--- src/rtl/render_pkg.sv ---
// render_pkg: shared state type, screen defaults and clip helper for the particle render path
package render_pkg;
   typedef enum logic [2:0] {IDLE, CLEAR, ISSUE, DRAIN, DONE} render_state_t;
   localparam int DEF_SCREEN_W = 320;
   localparam int DEF_SCREEN_H = 180;
   localparam logic [7:0] DEF_BG = 8'h00;
   localparam logic [7:0] DEF_FG = 8'hFF;
   function automatic logic in_range(input logic [31:0] v, input int lim);
      return $signed(v) >= 0 && $signed(v) < lim;
   endfunction
endpackage

--- src/rtl/result_fifo.sv ---
// result_fifo: synchronous FIFO with occupancy count; push and pop may coincide when full or empty
module result_fifo #(
   parameter int DEPTH = 8,
   parameter int WIDTH = 64
) (
   input  logic                   clk_in,
   input  logic                   rst,
   input  logic                   push,
   input  logic                   pop,
   input  logic [WIDTH-1:0]       din,
   output logic [WIDTH-1:0]       dout,
   output logic [$clog2(DEPTH):0] count
);
   localparam int AW = $clog2(DEPTH);
   localparam int CW = AW + 1;
   logic [WIDTH-1:0] mem [DEPTH];
   logic [AW-1:0] wp, rp;
   logic do_push, do_pop;
   assign do_pop = pop && count != '0;
   assign do_push = push && (count != CW'(DEPTH) || do_pop);
   assign dout = mem[rp];
   always_ff @(posedge clk_in or posedge rst)
      if (rst) begin
         wp <= '0;
         rp <= '0;
         count <= '0;
      end else begin
         if (do_push) wp <= wp + AW'(1);
         if (do_pop) rp <= rp + AW'(1);
         count <= count + CW'(do_push) - CW'(do_pop);
      end
   always_ff @(posedge clk_in)
      if (do_push) mem[wp] <= din;
endmodule

--- src/rtl/particle_render_scheduler.sv ---
// particle_render_scheduler: clears the framebuffer, streams particles through the screen
// transform and plots every on-screen result as a foreground pixel.
module particle_render_scheduler
   import render_pkg::*;
#(
   parameter int NUM_PARTICLES = 64,
   parameter int PADDR_WIDTH = $clog2(NUM_PARTICLES),
   parameter int RD_LATENCY = 2,
   parameter int SCREEN_W = DEF_SCREEN_W,
   parameter int SCREEN_H = DEF_SCREEN_H,
   parameter int FB_ADDR_WIDTH = 16,
   parameter int PIXEL_WIDTH = 8,
   parameter logic [PIXEL_WIDTH-1:0] BG_COLOR = PIXEL_WIDTH'(DEF_BG),
   parameter logic [PIXEL_WIDTH-1:0] FG_COLOR = PIXEL_WIDTH'(DEF_FG),
   parameter int FIFO_DEPTH = 8
) (
   input  logic                     clk_in,
   input  logic                     rst,
   input  logic                     start,
   output logic                     busy,
   output logic                     frame_done,
   output logic [15:0]              dropped_count,
   output logic [PADDR_WIDTH-1:0]   pmem_addr,
   output logic                     pmem_rd_en,
   input  logic [31:0]              pmem_data,
   output logic [31:0]              xf_f,
   output logic                     xf_valid_in,
   input  logic [63:0]              xf_result,
   input  logic                     xf_valid_out,
   output logic [FB_ADDR_WIDTH-1:0] fb_addr,
   output logic [PIXEL_WIDTH-1:0]   fb_data,
   output logic                     fb_we,
   input  logic                     fb_ready
);
   localparam int CW = $clog2(FIFO_DEPTH) + 1;
   localparam logic [FB_ADDR_WIDTH-1:0] LAST_PIX = FB_ADDR_WIDTH'(SCREEN_W * SCREEN_H - 1);
   localparam logic [PADDR_WIDTH-1:0] LAST_IDX = PADDR_WIDTH'(NUM_PARTICLES - 1);

   render_state_t state, state_nxt;
   logic [FB_ADDR_WIDTH-1:0] clr_addr, pix;
   logic [PADDR_WIDTH-1:0] idx;
   logic [CW-1:0] inflight, fifo_count;
   logic [RD_LATENCY-1:0] rd_vld;
   logic [63:0] head, stg;
   logic stg_vld, active, accept, issue, pop, hit, stg_free, clr_xfer;

   // Credits cover both reads still in the transform and results parked in the FIFO,
   // so a non-stallable result always has a slot.
   assign active = state == ISSUE || state == DRAIN;
   assign accept = active && xf_valid_out;
   assign issue = state == ISSUE && 32'(inflight) + 32'(fifo_count) < 32'(FIFO_DEPTH);
   assign hit = stg_vld && in_range(stg[63:32], SCREEN_W) && in_range(stg[31:0], SCREEN_H);
   assign stg_free = !hit || fb_ready;
   assign pop = active && fifo_count != '0 && stg_free;
   assign pix = FB_ADDR_WIDTH'(stg[31:0] * 32'(SCREEN_W) + stg[63:32]);
   assign clr_xfer = state == CLEAR && fb_ready;

   assign pmem_rd_en = issue;
   assign pmem_addr = issue ? idx : '0;
   assign xf_valid_in = rd_vld[RD_LATENCY-1];
   assign xf_f = xf_valid_in ? pmem_data : '0;
   assign busy = state == CLEAR || active;
   assign frame_done = state == DONE;
   assign fb_we = state == CLEAR || hit;
   assign fb_addr = state == CLEAR ? clr_addr : hit ? pix : '0;
   assign fb_data = state == CLEAR ? BG_COLOR : hit ? FG_COLOR : '0;

   result_fifo #(.DEPTH(FIFO_DEPTH), .WIDTH(64)) u_fifo (
      .clk_in(clk_in),
      .rst(rst),
      .push(accept),
      .pop(pop),
      .din(xf_result),
      .dout(head),
      .count(fifo_count)
   );

   always_comb begin
      state_nxt = state;
      case (state)
         IDLE:    if (start) state_nxt = CLEAR;
         CLEAR:   if (clr_xfer && clr_addr == LAST_PIX) state_nxt = ISSUE;
         ISSUE:   if (issue && idx == LAST_IDX) state_nxt = DRAIN;
         DRAIN:   if (inflight == '0 && fifo_count == '0 && !stg_vld) state_nxt = DONE;
         default: state_nxt = IDLE;
      endcase
   end

   always_ff @(posedge clk_in or posedge rst)
      if (rst) begin
         state <= IDLE;
         clr_addr <= '0;
         idx <= '0;
         inflight <= '0;
         rd_vld <= '0;
         stg <= '0;
         stg_vld <= 1'b0;
         dropped_count <= '0;
      end else begin
         state <= state_nxt;
         rd_vld <= RD_LATENCY'({rd_vld, issue});
         inflight <= inflight + CW'(issue) - CW'(accept);
         if (clr_xfer) clr_addr <= clr_addr + FB_ADDR_WIDTH'(1);
         if (issue) idx <= idx + PADDR_WIDTH'(1);
         if (pop) stg <= head;
         if (stg_free) stg_vld <= pop;
         if (stg_vld && !hit && dropped_count != '1) dropped_count <= dropped_count + 16'd1;
         if (state == IDLE && start) begin
            clr_addr <= '0;
            idx <= '0;
            dropped_count <= '0;
         end
      end
endmodule

--- config.mk ---
export PLATFORM = sky130hd
export DESIGN_NAME = particle_render_scheduler
export DESIGN_NICKNAME = d
export VERILOG_FILES = /design/src/rtl/render_pkg.sv /design/src/rtl/result_fifo.sv /design/src/rtl/particle_render_scheduler.sv
export SDC_FILE = /design/constraint.sdc
export NUM_CORES = 1
export LEC_CHECK = 0
export ABC_AREA = 1
export CELL_PAD_IN_SITES_DETAIL_PLACEMENT = 0
export CELL_PAD_IN_SITES_GLOBAL_PLACEMENT = 1
export CORE_UTILIZATION = 50
export CTS_CLUSTER_SIZE = 28
export DETAILED_ROUTE_END_ITERATION = 8
export PLACE_DENSITY = 0.87
export REMOVE_ABC_BUFFERS = 1
export SETUP_SLACK_MARGIN = 0.2
export SYNTH_ARGS = -nofsm -noshare
export SYNTH_HDL_FRONTEND = slang
export SYNTH_HIERARCHICAL = 1
export SYNTH_SLANG_ARGS = --single-unit
export TNS_END_PERCENT = 30
--- constraint.sdc ---
create_clock -name clk_in -period 11.1 [get_ports clk_in]
set_input_delay 1.11 -clock clk_in [delete_from_list [all_inputs] [get_ports clk_in]]
set_output_delay 1.11 -clock clk_in [all_outputs]
set_load 0.03 [all_outputs]
==> impl_metrics.toml <==
[run_status]
outcome = "completed"

[sta]
fin_crit_sh_pct = 47.12
worst_pin_slew_ns = 1.033
rsz0062_at_grt = "false"
min_period_ns = 5.231
setup_violations = 0
slew_headroom_pct = 31.13
timing.final.ws_setup_ns = 5.869
timing.fmax_ghz = 0.1912
fin_tns_setup_ns = 0
slew_viol_final = 0
fin_skew_ns = 0.02003
finalHoldViolations = 0

[global_routing]
grt_max_degree = 196
grt-ovfl-total = 0
grt_pass1_vias = 19300
globalRouteTotalUtil_pct = 23.03
grt_first_pass_wirelength_um = 102400
grt_antenna_before_repair = 4

[clocking]
cts_tree = "done"
cts_hold_buf = 0
clkLatencyLatePin_ns = 0.60
ctsResizeCount = 0
cts_root_buffer = "clkbuf_16"
cts_buffer_depth = 3
cts.sinks = 634
htreeDepth = 3
post_cts_buffers = 0
cts.clk_slew.worst_paths_ns = 0.06
cts_buffers = 67

[logic_synthesis]
syn_area_per_cell_um2 = 10.28
synthTopCellsByCount = "906 x nand2_1, 512 x edfxtp_1, 282 x nor2_1"
synth_seq_cells = 634
syn_area_mm2 = 0.02817
synth_most_common_cell = "nand2_1"
yosys.cell_types.count = 47
synth_area_leader_cell = "edfxtp_1"
synth_edf_count = 512
yosysWarningCount = 6
synth_top_flop_cell = "edfxtp_1"
synth_top_area_share_pct = 54.58
synthArstFlopShare_pct = 19.24
netlist_top_cells_area = "edfxtp_1 55%, nand2_1 12%, dfrtp_1 11%"
syn-instance-count = 2740
yosysSeqAreaShare_pct = 65.42

[drt]
dr.pass1.iters = 5
routed_wl_um = 64960
wl_per_cell_um = 17.67
drcViolationCount = 0
postRouteAntennaNets = 0
drt_iter0_drc = 1643
via_count = 19710
via_per_inst = 5.359

[critical_path]
crit_type = "register to output port"
arrival_ns = 4.12
path_cells = "ha_1 > ha_1 > fa_1 > a31oi_1 > xor2_1 > inv_1 > ha_1 > nand2_1 > nor2_1 > nand3_1 > nand3_1 > inv_1 > nand2_1 > nand3_1 > nand2_1 > clkdlybuf4s50_1"
start_kind = "register"
crit_required_ns = 9.99
max_stage_delay_ns = 0.67
critPathBufInv = 3
end_kind = "output port"
critPathSlowestCell = "clkdlybuf4s50_1"
crit_fanout = 4
crit_family = "adder cells"

[die]
die_h_um = 239.4
coreArea_mm2 = 0.05542
start_util_pct = 50.83
dieWidth_um = 239.4
die_area_mm2 = 0.05729
top_level_ports = 184
fp-row-count = 86

[power]
p_leak_nw = 13.30
p_per_area_mw_per_mm2 = 254.6
vdd_drop_max_mv = 0.2061

[placement]
dp_worst_setup_slack_ns = 6.328
placed_area_mm2 = 0.03039
port_buffers = 183
dp_cells = 3552
routabilityCongestion = 0.8189
hpwl_um = 37210

[finish]
area.sequential_mm2 = 0.01844
areaGrowthSynthToFinish_pct = 15.75
design_area_mm2 = 0.03261
layout.cells.non_filler = 3677
drive_gt1_share_pct = 5.468
nFillCells = 4526
multiInputGateArea_mm2 = 0.008293
nNetsFinal = 3018

[flow_run]
maxCapViolations = 0

[worst_hold_path]
hold_class = "register to register"
## registers in the layout, summed over array words and instances (netlist names), 4 cells and up
register,count
inflight,4
clr_addr,16
dropped_count,16
idx,6
u_fifo/count,4
u_fifo/mem,512
stg,64
## worst reg2reg max path, stage by stage (launching register included)
cell and delay, ns:
dfrtp_1 0.43, nor2_2 0.19, nand2_2 0.14, nand2_1 0.09, nand2_1 0.08, inv_2 0.05
buf_4 0.65, nand2_2 0.15, inv_1 0.11, nand2_1 0.14, nand2_1 0.20, nand2_1 0.36
nor2_4 0.68, buf_4 0.79
## power breakdown
| part | switching, mW | internal [mW] |
|---|---|---|
| registers | 0.253 | 2.88 |
| clock network | 0.891 | 1.34 |
| logic | 1.99 | 0.942 |
| total | 3.13 | 5.17 |
## area by class of cell
class | count | share of cell area (%)
Sequential cell | 634 | 56.54
Clock buffer | 94 | 5.867
Clock inverter | 28 | 0.9133
Inverter | 187 | 2.184
Multi-Input combinational cell | 1778 | 25.43
Antenna cell | 3 | 0.02302
Timing Repair Buffer | 205 | 6.163
Tap cell | 748 | 2.870
## path summary, 6_finish.rpt
path | from | to | slack, ns | cells past startpoint
max | stg[1]$_DFFE_PP0P_ | fb_addr[15] | 5.87 | 16
min | rd_vld[0]$_DFF_PP0_ | rd_vld[1]$_DFF_PP0_ | 0.35 | 0
max reg2reg | state[0]$_DFFE_PP0P_ | u_fifo/mem[1][44]$_DFFE_PP_ | 6.63 | 13
min reg2reg | rd_vld[0]$_DFF_PP0_ | rd_vld[1]$_DFF_PP0_ | 0.35 | 0
max in group asynchronous | rst | stg[12]$_DFFE_PP0P_ | 8.75 | 3
min in group asynchronous | rst | u_fifo/rp[2]$_DFFE_PP0N_ | 0.91 | 2
## layout by cell type (no fill, tap or decap), drive strengths merged, types with 2 or more instances in the layout
| master | synthesis | final |
|---|---|---|
| nand2 | 911 | 911 |
| edfxtp | 512 | 512 |
| nor2 | 287 | 287 |
| o21ai | 219 | 219 |
| inv | 186 | 187 |
| clkdlybuf4s50 | 0 | 183 |
| nand3 | 130 | 130 |
| dfrtp | 122 | 122 |
| clkbuf | 48 | 94 |
| o211ai | 64 | 64 |
| ha | 40 | 40 |
| nand4 | 33 | 33 |
| a21oi | 23 | 23 |
| xor2 | 22 | 22 |
| buf | 93 | 22 |
| clkinv | 1 | 18 |
| nor3 | 15 | 15 |
| xnor2 | 10 | 10 |
| bufinv | 0 | 6 |
| o21bai | 5 | 5 |
| fa | 4 | 4 |
| clkinvlp | 0 | 4 |
| diode | 0 | 3 |
| a31oi | 2 | 2 |
| or2 | 2 | 2 |
| nor4 | 2 | 2 |
| and2 | 2 | 2 |
## through the flow
step           util, %  hold slack, ns  power (mW)
4_1_cts          58.82          0.3478       8.358
2_1_floorplan        -          0.3312       5.245
3_3_place_gp     54.83          0.3388       6.044
3_5_place_dp     54.83          0.3347       6.104
6_report         58.84          0.3469       8.300
5_1_grt          58.84          0.3557       8.866
## cells by family (layout without fill, tap and decap cells)
group	after synthesis	in the layout	share of synthesized area [%]
simple gates	1384	1384	19.79
flops	634	634	65.42
buf+inv	328	514	5.366
compound gates	318	318	6.374
fa+ha+maj	44	44	2.061
xor+xnor	32	32	0.9949
other cells	0	3	0
## metal layers
metal	GRT usage (%)	routed length, um	up-vias
li1	-	-	9441
met1	29.92	27870	9514
met2	39.51	31450	637
met3	3.457	4144	112
met4	7.751	1484	2
met5	0	13	-
Note: power is estimated with default switching activity, not from simulation.
